**config.mk**
```make
export PLATFORM = sky130hd
export DESIGN_NAME = t03_load_store_unit
export DESIGN_NICKNAME = d
export VERILOG_FILES = /design/src/rtl/t03_load_store_unit.sv
export SDC_FILE = /design/constraint.sdc
export NUM_CORES = 1
export LEC_CHECK = 0
export BUFFER_PORTS_ARGS = -buffer_cell sky130_fd_sc_hd__buf_2
export CORE_ASPECT_RATIO = 1.25
export CORE_MARGIN = 3
export CORE_UTILIZATION = 38
export DETAILED_ROUTE_END_ITERATION = 7
export HOLD_SLACK_MARGIN = 0.02
export PLACE_DENSITY = 0.64
export SETUP_SLACK_MARGIN = 0.3
export SYNTH_ARGS = -nofsm -noshare
export SYNTH_HDL_FRONTEND = slang
export SYNTH_SLANG_ARGS = --single-unit
```
**constraint.sdc**
```tcl
create_clock -name clk -period 4.48 [get_ports clk]
set_input_delay 0.448 -clock clk [delete_from_list [all_inputs] [get_ports clk]]
set_output_delay 0.448 -clock clk [all_outputs]
set_load 0.005 [all_outputs]
```
**src/rtl/t03_load_store_unit.sv**
```systemverilog
// Load/store unit between the execute stage and t03 data memory: word-aligned access, lane
// extract/sign-extend on loads, read-modify-write for SB/SH. Optional T03_LSU_MISALIGN_TRAP_EN.
module t03_load_store_unit #(
  parameter int unsigned RD_WAIT_CYCLES = 1
) (
  input  logic        clk,
  input  logic        rst,
  input  logic        ls_req,
  input  logic        ls_we,
  input  logic [2:0]  ls_funct3,
  input  logic [31:0] ls_addr,
  input  logic [31:0] ls_wdata,
  output logic [31:0] ls_rdata,
  output logic        ls_done,
  output logic        ls_busy,
  output logic        ls_misaligned,
  output logic [31:0] data_address,
  output logic        dm_read_en,
  output logic        dm_write_en,
  output logic [31:0] data_to_write,
  input  logic [31:0] data_read
);

  typedef enum logic [2:0] {
    S_IDLE,
    S_RD,
    S_RD_WAIT,
    S_WR,
    S_FAULT,
    S_DONE
  } state_t;

  localparam int unsigned CW = (RD_WAIT_CYCLES > 1) ? $clog2(RD_WAIT_CYCLES) : 1;
  localparam logic [CW-1:0] CNT_LAST = CW'(RD_WAIT_CYCLES - 1);

  state_t        state, state_n;
  logic [CW-1:0] cnt, cnt_n;
  logic          we_q, we_n;
  logic [2:0]    f3_q, f3_n;
  logic [1:0]    lo_q, lo_n;
  logic [31:0]   wdata_q, wdata_n;
  logic          mis_q, mis_n;

  logic [31:0]   ls_rdata_n, data_address_n, data_to_write_n;
  logic          ls_done_n, ls_busy_n, ls_misaligned_n, dm_read_en_n, dm_write_en_n;

  // Request decode, only meaningful in IDLE
  logic       req_legal, req_trap, req_mis;
  logic [1:0] req_lo;

  always_comb begin
    req_legal = 1'b0;
    if (ls_we) begin
      req_legal = (ls_funct3 == 3'b000) || (ls_funct3 == 3'b001) || (ls_funct3 == 3'b010);
    end else begin
      req_legal = (ls_funct3 != 3'b011) && (ls_funct3 != 3'b110) && (ls_funct3 != 3'b111);
    end
    req_mis = 1'b0;
    req_lo  = ls_addr[1:0];
    case (ls_funct3[1:0])
      2'b01:   req_lo = {ls_addr[1], 1'b0};
      2'b10:   req_lo = 2'b00;
      default: req_lo = ls_addr[1:0];
    endcase
`ifdef T03_LSU_MISALIGN_TRAP_EN
    req_mis  = req_legal && (((ls_funct3[1:0] == 2'b01) && ls_addr[0]) ||
                             ((ls_funct3[1:0] == 2'b10) && (ls_addr[1:0] != 2'b00)));
    req_trap = !req_legal || req_mis;
`else
    req_trap = !req_legal;
`endif
  end

  // Lane extraction and store merge; half lanes always have lo_q[0]=0 here
  logic [4:0]  shamt;
  logic [31:0] rd_sh, lane_mask, wd_sh, merged, extracted;

  always_comb begin
    shamt     = {lo_q, 3'b000};
    rd_sh     = data_read >> shamt;
    wd_sh     = wdata_q << shamt;
    case (f3_q[1:0])
      2'b00:   lane_mask = 32'h0000_00FF << shamt;
      2'b01:   lane_mask = 32'h0000_FFFF << shamt;
      default: lane_mask = '1;
    endcase
    merged = (data_read & ~lane_mask) | (wd_sh & lane_mask);
    case (f3_q)
      3'b000:  extracted = {{24{rd_sh[7]}}, rd_sh[7:0]};
      3'b001:  extracted = {{16{rd_sh[15]}}, rd_sh[15:0]};
      3'b100:  extracted = {24'h0, rd_sh[7:0]};
      3'b101:  extracted = {16'h0, rd_sh[15:0]};
      default: extracted = rd_sh;
    endcase
  end

  always_comb begin
    state_n         = state;
    cnt_n           = cnt;
    we_n            = we_q;
    f3_n            = f3_q;
    lo_n            = lo_q;
    wdata_n         = wdata_q;
    mis_n           = mis_q;
    ls_rdata_n      = ls_rdata;
    data_address_n  = data_address;
    data_to_write_n = data_to_write;
    ls_busy_n       = ls_busy;
    ls_done_n       = 1'b0;
    ls_misaligned_n = 1'b0;
    dm_read_en_n    = 1'b0;
    dm_write_en_n   = 1'b0;

    case (state)
      S_IDLE: begin
        // ls_busy is still high in the cycle right after ls_done; requests there are dropped
        ls_busy_n = 1'b0;
        if (ls_req && !ls_busy) begin
          ls_busy_n      = 1'b1;
          we_n           = ls_we;
          f3_n           = ls_funct3;
          lo_n           = req_lo;
          wdata_n        = ls_wdata;
          mis_n          = req_mis;
          ls_rdata_n     = '0;
          data_address_n = {ls_addr[31:2], 2'b00};
          if (req_trap) begin
            state_n = S_FAULT;
          end else if (ls_we && (ls_funct3[1:0] == 2'b10)) begin
            state_n = S_WR;
          end else begin
            state_n = S_RD;
          end
        end
      end
      S_RD: begin
        dm_read_en_n = 1'b1;
        cnt_n        = '0;
        state_n      = S_RD_WAIT;
      end
      S_RD_WAIT: begin
        if (cnt == CNT_LAST) begin
          if (we_q) begin
            wdata_n = merged;
            state_n = S_WR;
          end else begin
            ls_rdata_n = extracted;
            state_n    = S_DONE;
          end
        end else begin
          cnt_n = cnt + CW'(1);
        end
      end
      S_WR: begin
        dm_write_en_n   = 1'b1;
        data_to_write_n = wdata_q;
        state_n         = S_DONE;
      end
      // One idle cycle so a suppressed access completes with the same latency as SW
      S_FAULT: state_n = S_DONE;
      S_DONE: begin
        ls_done_n       = 1'b1;
        ls_misaligned_n = mis_q;
        state_n         = S_IDLE;
      end
      default: state_n = S_IDLE;
    endcase
  end

  always_ff @(posedge clk) begin
    if (rst) begin
      state         <= S_IDLE;
      cnt           <= '0;
      we_q          <= 1'b0;
      f3_q          <= '0;
      lo_q          <= '0;
      wdata_q       <= '0;
      mis_q         <= 1'b0;
      ls_rdata      <= '0;
      ls_done       <= 1'b0;
      ls_busy       <= 1'b0;
      ls_misaligned <= 1'b0;
      data_address  <= '0;
      dm_read_en    <= 1'b0;
      dm_write_en   <= 1'b0;
      data_to_write <= '0;
    end else begin
      state         <= state_n;
      cnt           <= cnt_n;
      we_q          <= we_n;
      f3_q          <= f3_n;
      lo_q          <= lo_n;
      wdata_q       <= wdata_n;
      mis_q         <= mis_n;
      ls_rdata      <= ls_rdata_n;
      ls_done       <= ls_done_n;
      ls_busy       <= ls_busy_n;
      ls_misaligned <= ls_misaligned_n;
      data_address  <= data_address_n;
      dm_read_en    <= dm_read_en_n;
      dm_write_en   <= dm_write_en_n;
      data_to_write <= data_to_write_n;
    end
  end

endmodule

```
After elaboration in Yosys (flattened, before gate mapping)
Cells that the tools add are included.
Storage, ports and cells
  register bits after elaboration: 140
Operators by class
  $add $sub $neg: 1
  equal/unequal tests: 20
  shift-type cells: 4
  multiplexer cells: 24
  bitwise gates (word level): 4
  reduce and logical (&&, ||, !) cells: 18
Operators with widths (count)
  32-bit 2-to-1 mux: 6
  32-bit one-hot mux with 2 select lines: 3
  32-bit one-hot mux with 4 select lines: 1
  32-bit bitwise AND: 2
  32-bit inverter: 1
  32-bit bitwise OR: 1
  16-bit by 5-bit << shifter with 32-bit output, first input constant: 1
  32-bit by 5-bit << shifter with 32-bit output: 1
  8-bit by 5-bit << shifter with 32-bit output, first input constant: 1
  32-bit by 5-bit >> shifter with 32-bit output: 1
  3-bit == test, second input constant: 4
  3-bit 2-to-1 mux: 4
  3-bit one-hot mux with 4 select lines: 1
  3-bit by 1-bit == test with 1-bit output, second input constant: 3
  3-bit by 2-bit == test with 1-bit output, second input constant: 3
  3-bit logical NOT: 3
  2-bit inequality test, second input constant: 4
  4-bit AND reduction: 2
  1-bit 2-to-1 mux: 6
  3-bit inequality test, second input constant: 2
  2-bit by 1-bit == test with 1-bit output, second input constant: 2
  1-bit logical AND: 4
  2-bit one-hot mux with 2 select lines: 1
  2-bit AND reduction: 2
  10 further kinds: 12

Longest topological paths before layout
  depth after elaboration: 8
  gate-level depth with buffers: 9
  gate-level depth less buffers: 6

Least setup slack after synthesis
OpenSTA, ideal clock, no wires.
  kind: reg2reg
  start: register state[0]
  end: register (tool-made name)
  data arrival time: 2.026 ns
  required time: 4.392 ns
  path slack: 2.366 ns
  cell stages (with the launch flop): 10
  cells stage by stage: dfxtp_1 > buf_6 > or3b_1 > buf_2 > or4_1 > buf_2 > and2_4 > buf_6 > buf_6 > a311oi_2
RTL lines
  start: declaration: line 36  | state_t state, state_n;
  start signal: assignment: line 188  | state <= state_n;

==> results.toml <==
[status]
status = "completed"

[layout]
stdcell_count = 1243
syn_to_final_growth_pct = 25.0
antenna-diode-count = 0
fin_nets = 1113
drive_above_1_share_pct = 26.2
fillCellCount = 1775

[setup_path]
crit_chain = "clkinv_1 > buf_4 > or4_1 > and2_4 > a311oi_1"
startpoint_type = "flip-flop"
path_max_fanout = 26
cp.required_ns = 4.80
path_class = "reg -> reg"
worstSetupEndpointType = "flip-flop"
slowest_stage = "or4_1"
slowest_delay_ns = 0.85
cp.arrival_ns = 3.09

[power_and_ir_drop]
power.total_uw = 4180
power_density_mw_per_mm2 = 491
leakage_uw = 0.00345
irDropWorstVdd_mv = 0.313

[clock_tree]
postCtsHoldBufs = 0
cts_resized = 0
cts_setup_buffers = 0
cts_tree = "yes"
clk_path_buf_depth = 2
cts_sinks = 139
htreeDepth = 4
cts_root_buf = "clkbuf_16"
cts_buffers = 17
path_clk_slew_ns = 0.06
insertion_delay_ns = 0.42

[sta]
maxSlewViolCount = 0
rsz0062_at_grt = "false"
finalCritPeriodShare_pct = 61.7
hold_viol_final = 0
worst_pin_slew_ns = 1.20
skew_ns = 0.00694
relSlewSlack_pct = 19.7
worst_slack_ns = 1.72
fin_tns_setup_ns = 0
min_period_ns = 2.76
final-setup-viol-count = 0
holdWs_ns = 0.256
max_freq_mhz = 362

[die]
rows = 54
ios = 204
start_util_pct = 38.9
coreArea_sq_mm = 0.0175
dieWidth_um = 126
die_h_um = 156
dieArea_sq_mm = 0.0196

[route]
ant_nets = 0
vias_per_cell = 5.50
drt_wl_total_um = 22600
drc_errors = 0
wl_per_cell_um = 18.2
first_pass_iters = 5
vias = 6833
drt_iter0_drc = 535

[logic_synthesis]
synth_seq_cells = 139
avgSynthCellArea_sq_um = 7.97
synth_edf_count = 0
synthCells = 855
ys.flop_type = "dfxtp_1"
yosysSeqAreaShare_pct = 40.9
ys.warnings.count = 0
yosys.area_share.simple_pct = 19.8
synthAdderAreaFrac_pct = 0.735
syn-cell-area_sq_mm = 0.00681
synth_area_leader_cell = "dfxtp_1"
synthArstFlopShare_pct = 0
yosysMostFrequentCell = "nand2_1"
synth-xor-area-share_pct = 0.129
synth_top_cell_area_share_pct = 40.9
synth.distinct_cells = 58
synth.mux.area_fraction_pct = 5.64
synth_common_cells = "nand2_1, dfxtp_1, a21oi_1, clkbuf_1, mux2i_1"
ys_top_cells_by_area = "dfxtp_1, nand2_1, a21oi_1"
synth_compound_area_share_pct = 26.3
synth_top_family_by_area = "compound AO/OA/AOI/OAI gates"

[job]
drv_cap = 0

[placed_design]
portBuffers = 200
place_ws_ns = 1.77
place_hpwl_um = 16700
gp_congestion = 0.954
dp_cells = 1211

[global_route]
antenna_found_initial = 2
grt_pass1_wl_um = 34800
grt_max_degree = 101
overflow = 0
grt_pass1_vias = 6460
track_usage_pct = 22.5

[worst_hold_path]
hp-class = "in -> reg"
## cell usage in the layout, fill, tap and decap left out, types with 9 or more instances in the layout
cell       netlist  routed
nand3b_1        10      10
o21ai_0         28      28
nand3_1         15      15
mux2i_1         35      35
a211o_1         12      12
inv_1           22      22
a22o_1           9       9
a21oi_1        120     120
dfxtp_1        139     137
nor2_1          28      28
buf_4            3      14
buf_2            7     199
clkbuf_16        0      17
nor3_1          11      11
a311oi_2        10      10
a31oi_1         18      18
nand2_1        189     189
## critical path: cells and delay by family (launching register included)
family | cells | cell delay, ns
compound gates | 1 | 0.25
buf+inv | 2 | 0.40
flops | 1 | 0.77
simple gates | 2 | 1.23
## stage by stage
step	cell area [sq um]	util [%]
after floorplan	6820	-
after global placement	7860	44.9
after detailed placement	7860	44.9
after CTS	8510	48.6
after global routing	8510	48.6
final	8510	48.6
## layout make-up
cell class | count | area (sq um) | share of cell area, %
repair buffers | 213 | 1100 | 12.9
clock inverters | 10 | 161 | 1.90
multi-input cells | 612 | 3600 | 42.3
inverters | 23 | 86.3 | 1.01
clock buffers | 22 | 494 | 5.81
flip-flops and latches | 139 | 2790 | 32.7
well taps | 224 | 280 | 3.29
## path summary, 6_finish.rpt
kind	start	endpoint	slack, ns	cells past startpoint
max	f3_q[1]	flip-flop	1.72	5
min	ls_addr[30]	data_address[30]	0.26	3
max reg2reg	f3_q[1]	flip-flop	1.72	5
min reg2reg	data_address[22]	data_address[22]	0.45	2
## kinds of logic after synthesis
| kind of cell | count (synthesis) |
|---|---|
| AOI/OAI and AO/OA | 268 |
| xor gates and xnor gates | 1 |
| adders and majority gates | 4 |
| buffers and inverters | 106 |
| DFF | 139 |
| muxes | 37 |
| other | 1 |
| and+or+nand+nor | 299 |
## where the power goes
| group | internal, uW | switching (uW) | leakage, uW | total (uW) |
|---|---|---|---|---|
| registers | 1400 | 191 | 0.00113 | 1590 |
| logic | 398 | 649 | 0.00201 | 1050 |
| clock network | 1000 | 538 | 0.000314 | 1540 |
| total | 2800 | 1380 | 0.00345 | 4180 |
## routing by layer
layer / vias up / GRT usage, % / part of all wire (%)
li1: 3346 / - / -
met1: 3137 / 26.4 / 39
met2: 285 / 38.8 / 50
met3: 61 / 6.51 / 7.6
met4: 4 / 8.89 / 3.0
met5: - / 0 / 0.093
Note: power is estimated with default switching activity, not from simulation.
